===== config.mk =====
export PLATFORM = sky130hd
export DESIGN_NAME = sipo_framer
export DESIGN_NICKNAME = d
export VERILOG_FILES = /design/src/rtl/sipo_framer.sv
export SDC_FILE = /design/constraint.sdc
export NUM_CORES = 1
export LEC_CHECK = 0
export BUFFER_PORTS_ARGS = -buffer_cell sky130_fd_sc_hd__buf_2
export CORE_MARGIN = 5
export CORE_UTILIZATION = 50
export CTS_BUF_LIST = sky130_fd_sc_hd__clkbuf_8
export DETAILED_ROUTE_END_ITERATION = 6
export PLACE_DENSITY = 0.78
export SLEW_MARGIN = 20
export SYNTH_ARGS = -nofsm -noshare
export SYNTH_HDL_FRONTEND = slang
export SYNTH_SLANG_ARGS = --single-unit

===== constraint.sdc =====
create_clock -name clk -period 1.7 [get_ports clk]
set_clock_uncertainty 0.2 [all_clocks]
set_input_delay 0.34 -clock clk [delete_from_list [all_inputs] [get_ports clk]]
set_output_delay 0.34 -clock clk [all_outputs]
set_load 0.005 [all_outputs]

===== src/rtl/sipo_framer.sv =====
// ============================================================================
// Module   : sipo_framer
// Purpose  : Serial-in/parallel-out framer that assembles WIDTH-bit words from
//            a bit stream and hands them off on a valid/ready output port.
// Revision : 1.0 - initial release
// ============================================================================
`default_nettype none

module sipo_framer #(
   parameter int WIDTH     = 9,
   parameter bit MSB_FIRST = 1'b1
) (
   input  logic                     clk,
   input  logic                     clear_n,
   input  logic                     flush,
   input  logic                     si,
   input  logic                     si_valid,
   output logic                     si_ready,
   output logic [WIDTH-1:0]         po,
   output logic                     po_valid,
   input  logic                     po_ready,
   output logic [WIDTH-1:0]         sr,
   output logic [$clog2(WIDTH)-1:0] bit_cnt
);

   localparam int                 CNT_W    = $clog2(WIDTH);
   localparam logic [CNT_W-1:0]   LAST_CNT = CNT_W'(WIDTH - 1);

   logic [WIDTH-1:0] sr_q, sr_d;
   logic [CNT_W-1:0] cnt_q, cnt_d;
   logic [WIDTH-1:0] po_q, po_d;
   logic             po_valid_q, po_valid_d;

   logic [WIDTH-1:0] w_sr_shift;
   logic             w_at_last;
   logic             w_acc;
   logic             w_complete;

   generate
      if (MSB_FIRST) begin : g_msb_first
         assign w_sr_shift = {sr_q[WIDTH-2:0], si};
      end else begin : g_lsb_first
         assign w_sr_shift = {si, sr_q[WIDTH-1:1]};
      end
   endgenerate

   // Only the word-completing bit is held off while the holding register is stalled.
   assign w_at_last  = (cnt_q == LAST_CNT);
   assign si_ready   = ~(po_valid_q & ~po_ready & w_at_last);
   assign w_acc      = si_valid & si_ready;
   assign w_complete = w_acc & w_at_last & ~flush;

   always_comb begin
      sr_d       = sr_q;
      cnt_d      = cnt_q;
      po_d       = po_q;
      po_valid_d = po_valid_q;

      if (flush) begin
         sr_d  = '0;
         cnt_d = '0;
      end else if (w_acc) begin
         sr_d  = w_sr_shift;
         cnt_d = w_at_last ? '0 : cnt_q + CNT_W'(1);
      end

      if (w_complete) begin
         po_d       = w_sr_shift;
         po_valid_d = 1'b1;
      end else if (po_valid_q && po_ready) begin
         po_valid_d = 1'b0;
      end
   end

   always_ff @(posedge clk or negedge clear_n) begin
      if (!clear_n) begin
         sr_q       <= '0;
         cnt_q      <= '0;
         po_q       <= '0;
         po_valid_q <= 1'b0;
      end else begin
         sr_q       <= sr_d;
         cnt_q      <= cnt_d;
         po_q       <= po_d;
         po_valid_q <= po_valid_d;
      end
   end

   assign po       = po_q;
   assign po_valid = po_valid_q;
   assign sr       = sr_q;
   assign bit_cnt  = cnt_q;

endmodule

`default_nettype wire


Word-level counts from Yosys, hierarchy flattened
Cells that the tools add are included.
Widths: inputs -> output; s select.
{ "op_classes": {"add_sub_neg": 1, "n_eq_ne": 1, "muxes": 7, "n_bitwise": 8, "n_reduce_logical": 3} }
{ "ops": {"columns": ["cell", "count"], "rows": [
  ["$mux 9", 2],
  ["$mux 4", 3],
  ["$and 1x1->1", 5],
  ["$add 4x1->4 const B", 1],
  ["$eq 4x4->1 const B", 1],
  ["$reduce_bool 2->1", 2],
  ["$not 1->1", 3],
  ["$mux 1", 2],
  ["$logic_and 1x1->1", 1]
]} }
{ "word_totals": {"ff_bits": 23, "in_bits": 6, "out_inout_bits": 24} }

Longest topological paths before layout
{ "depth": {"word_depth": 8, "ltp_mapped": 6} }

Worst setup path after synthesis
OpenSTA, ideal clock, no wires.
{ "synth_path": {"kind": "register -> register", "startpoint": "register cnt_q[0], in the netlist bit_cnt[0]", "endpoint": "register po_q[0], in the netlist po[0]", "setup_time_ns": 0.125, "arrival_ns": 1.494, "required_time_ns": 1.375, "slack_ns": -0.119, "stages_incl_launch_ff": 7, "period_less_slack_ns": 1.819, "cell_sequence": "dfrtp_1 > inv_1 > ha_1 > and3b_4 > and3_4 > buf_8 > mux2_4"} }
{ "synth_via": {"elab_chain_cells": 6} }
{ "synth_rtl": {"columns": ["element", "line", "rtl"], "rows": [
  ["from (decl)", "30", "logic [CNT_W-1:0] cnt_q, cnt_d;"],
  ["from (signal assigned)", "83", "cnt_q <= cnt_d;"],
  ["$eq 4x4->1 (*)", "48", "assign w_at_last = (cnt_q == LAST_CNT);"],
  ["$and 1x1->1", "49", "assign si_ready = ~(po_valid_q & ~po_ready & w_at_last);"],
  ["$not 1->1", "49", null],
  ["$and 1x1->1", "50", "assign w_acc = si_valid & si_ready;"],
  ["$and 1x1->1 (*) (2 in series)", "51", "assign w_complete = w_acc & w_at_last & ~flush;"],
  ["to (signal assigned)", "84", "po_q <= po_d;"],
  ["to (decl)", "31", "logic [WIDTH-1:0] po_q, po_d;"]
]} }
Every way passes the cells marked *; elsewhere a longest branch is shown, timed or not.
A chain may end at the register's enable or synchronous reset.

Worst setup path after layout
{ "layout_path": {"startpoint": "register cnt_q[1], in the netlist bit_cnt[1]", "endpoint": "output si_ready"} }
{ "layout_via": {"elab_chain_cells": 3} }
{ "layout_rtl": {"columns": ["element", "line", "rtl"], "rows": [
  ["$eq 4x4->1", "48", null],
  ["$and 1x1->1", "49", null],
  ["$not 1->1", "49", null],
  ["to (decl)", "18", "output logic si_ready,"]
]} }
No other way between the ends.

==> reports/metrics.cfg <==
[pwr]
power.share.clock_pct=29.0
powerDensity_nw_per_um2=667.6
pwr-share-seq_pct=50.8
power_mw=1.153
p_sw_share_pct=25.95
p_int_mw=0.8536
p_leak_nw=0.8554
comb_power_share_pct=20.1
ir_drop_mv=0.6256
p_switching_mw=0.2991

[cts]
cts.sinks=23
cts_tree=done
htree_levels=1
numCtsBuffers=3
clock_path_buffers=2
clk_latency_ns=0.26
clk_pin_slew_ns=0.08
cts_root_buf=clkbuf_8

[sta]
max_slew_margin_pct=66.18
maxSlewViolCount=0
rsz0062_at_grt=yes
setup_tns_ns=-1.831
fin_crit_sh_pct=112.2
whs_ns=0.1316
setup_viol=14
fmax_ghz=0.5243
worst_pin_slew_ns=0.5072
setup_ws_ns=-0.2073
final_hold_viol_count=0
min_period_ns=1.907

[global_route]
grt_max_degree=24
grt_pass1_vias=1065
met3_usage_pct=5.660
grt-ovfl-total=0
grt_pass1_wl_mm=5.216
grt.busiest_layer=met2
antenna_found_initial=0
grt_use_total_pct=19.38
met1_usage_pct=26.61
use_met2_pct=30.82

[setup_path]
worst-path-max-fanout=2
cp-start-kind=flip-flop
path_cells=inv_2, ha_4, and3b_4, buf_8, nand2_4, buf_6
arrival_ns=1.37
worst_ep_required_time_ns=1.16
worstSetupPathType=reg2out
end_kind=output pin
critPathMaxStageDelay_ns=0.41
cp_slowest_cell=dfrtp_1

[floorplanning]
dieArea_um2=3741
die_h_um=61.16
fp.dieW_um=61.16
start_util_pct=52.35
row_count=18
io_pins=30
core_area_um2=2500

[synth]
synthTopCellsByArea=dfrtp_1 44%, mux2_4 10%, nand3_1 5.7%
synth_cells=122
synthArstFlopShare_pct=100.0
ys.flop_type=dfrtp_1
synth_top_area_cell=dfrtp_1
synth_top_area_share_pct=43.98
syn_area_um2=1309
ys_ff_latch=23
synth_edf_count=0
ys_types=33
syn-mean-instance-area_um2=10.73
synth-seq-area-share_pct=43.98
ys_warn_count=0
synth_nets=130

[route]
dr.pass1.iters=4
drcViolationCount=0
wl_per_cell_um=16.92
avgViaCountPerCell=5.879
vias=1164
totalWireLength_mm=3.350
first_iter_violations=66
drtAntennaViolNets=0

[layout]
postLayoutCoreUtil_pct=69.07
multi_input_area_um2=713.2
drive_gt1_share_pct=45.24
antenna_cells=0
layout.area.seq_um2=575.6
finalInstanceArea_um2=1727
area_growth_syn_to_layout_pct=31.93
nFillCells=172
nets=177
fin_cells=198

[flow_run]
maxCapViolations=0

[worst_hold_path]
hold_path.class=in2reg

[placement]
place_ws_ns=-0.1004
port_buffers=29
post-dp-hpwl_mm=2.211
postPlaceCellArea_um2=1544
dp.cells=186
gp_congestion=0.8344

[outcome]
status=finished, violations left
violations=negative setup slack

## power groups by stage
stage               registers, mW  clock network, mW  logic [mW]
finish                      0.586              0.334       0.232
global placement            0.593                  0       0.169
global route                0.589              0.370       0.254
detailed placement          0.595                  0       0.176
CTS                         0.585              0.340       0.203
floorplan                   0.600                  0      0.0835
## critical path: cells and delay by family (launching register included)
kind | cells | cell delay (ns)
and+or+nand+nor | 2 | 0.26
adders and majority gates | 1 | 0.13
buffers and inverters | 3 | 0.30
DFF | 1 | 0.41
## flip-flops by register name (all words and copies together) (netlist names)
| name | flops |
|---|---|
| bit_cnt | 4 |
| po | 9 |
| po_valid | 1 |
| sr | 9 |
## kinds of logic (layout without fill, tap and decap cells)
logic type | Yosys count | in the layout | share of synthesized area (%)
AND/OR/NAND/NOR | 54 | 55 | 25.81
AO/OA/AOI/OAI | 21 | 21 | 12.33
buffers and inverters | 13 | 58 | 5.640
multiplexers | 9 | 9 | 10.33
flip-flops | 23 | 23 | 43.98
adder cells (fa/ha/maj) | 2 | 2 | 1.912
## worst paths after layout
kind                                     endpoint  depth (start not counted)  slack, ns                   start
setup / recovery                         si_ready                          6      -0.21  bit_cnt[1]$_DFFE_PN0P_
max in group asynchronous       sr[5]$_DFFE_PN0P_                          2       0.58                 clear_n
setup reg to reg           bit_cnt[2]$_DFFE_PN0P_                          7      -0.16  bit_cnt[1]$_DFFE_PN0P_
min in group asynchronous  bit_cnt[3]$_DFFE_PN0P_                          2       0.37                 clear_n
hold reg to reg                 po[4]$_DFFE_PN0P_                          1       0.31       po[4]$_DFFE_PN0P_
hold / removal                  po[0]$_DFFE_PN0P_                          2       0.13                      si
## layout by cell type (no fill, tap or decap), drive strengths merged, types with 2 or more instances in the layout
cell	count
inv	4
a32oi	5
o311ai	3
dfrtp	23
nand2b	3
nand4b	3
ha	2
buf	50
nor2b	8
nor2	2
clkbuf	3
a31oi	4
or3b	2
nor3b	4
a311o	2
nand3	15
a21oi	2
nand2	8
mux2	9
o31ai	3
nor3	2
and3	2
## synth_stat cells (2+ instances only)
cell and instances:
inv_1 3, o311ai_1 3, nand4b_1 3, a31oi_1 4, nand2_1 8, mux2_4 9, nor3_1 2, clkbuf_1 4
nor3b_1 4, nor2_1 2, nand3_1 15, buf_4 3, nor2b_1 7, a21oi_1 2, a32oi_1 5, a311o_1 2
dfrtp_1 23, buf_2 2, or3b_2 2, ha_1 2, nand2b_1 3, o31ai_1 3
## routing by layer
layer | routed length (µm) | share of wire, % | vias up
met5 | 0 | 0 | -
met4 | 23 | 0.69 | 0
met3 | 186 | 5.6 | 5
met2 | 1623 | 48 | 33
met1 | 1518 | 45 | 574
li1 | - | - | 552
## layout make-up
cell class | count | area share, %
sequential | 23 | 33.33
clock buffer | 3 | 2.391
clock inverter | 1 | 0.2174
timing repair buffer | 51 | 19.93
inverter | 3 | 0.6522
tap | 30 | 2.174
multi-input combinational | 87 | 41.30
## timing repair
item | 4_1_cts | 5_1_grt
pin swaps | 1 | 3
gates cloned | 1 | 0
hold buffers | 1 | 0
setup endpoints to repair | 13 | 15
setup buffers | 5 | 1
resized for setup | 9 | 8
hold endpoints to repair | 23 | 0
(Power assumes the default switching activity.)
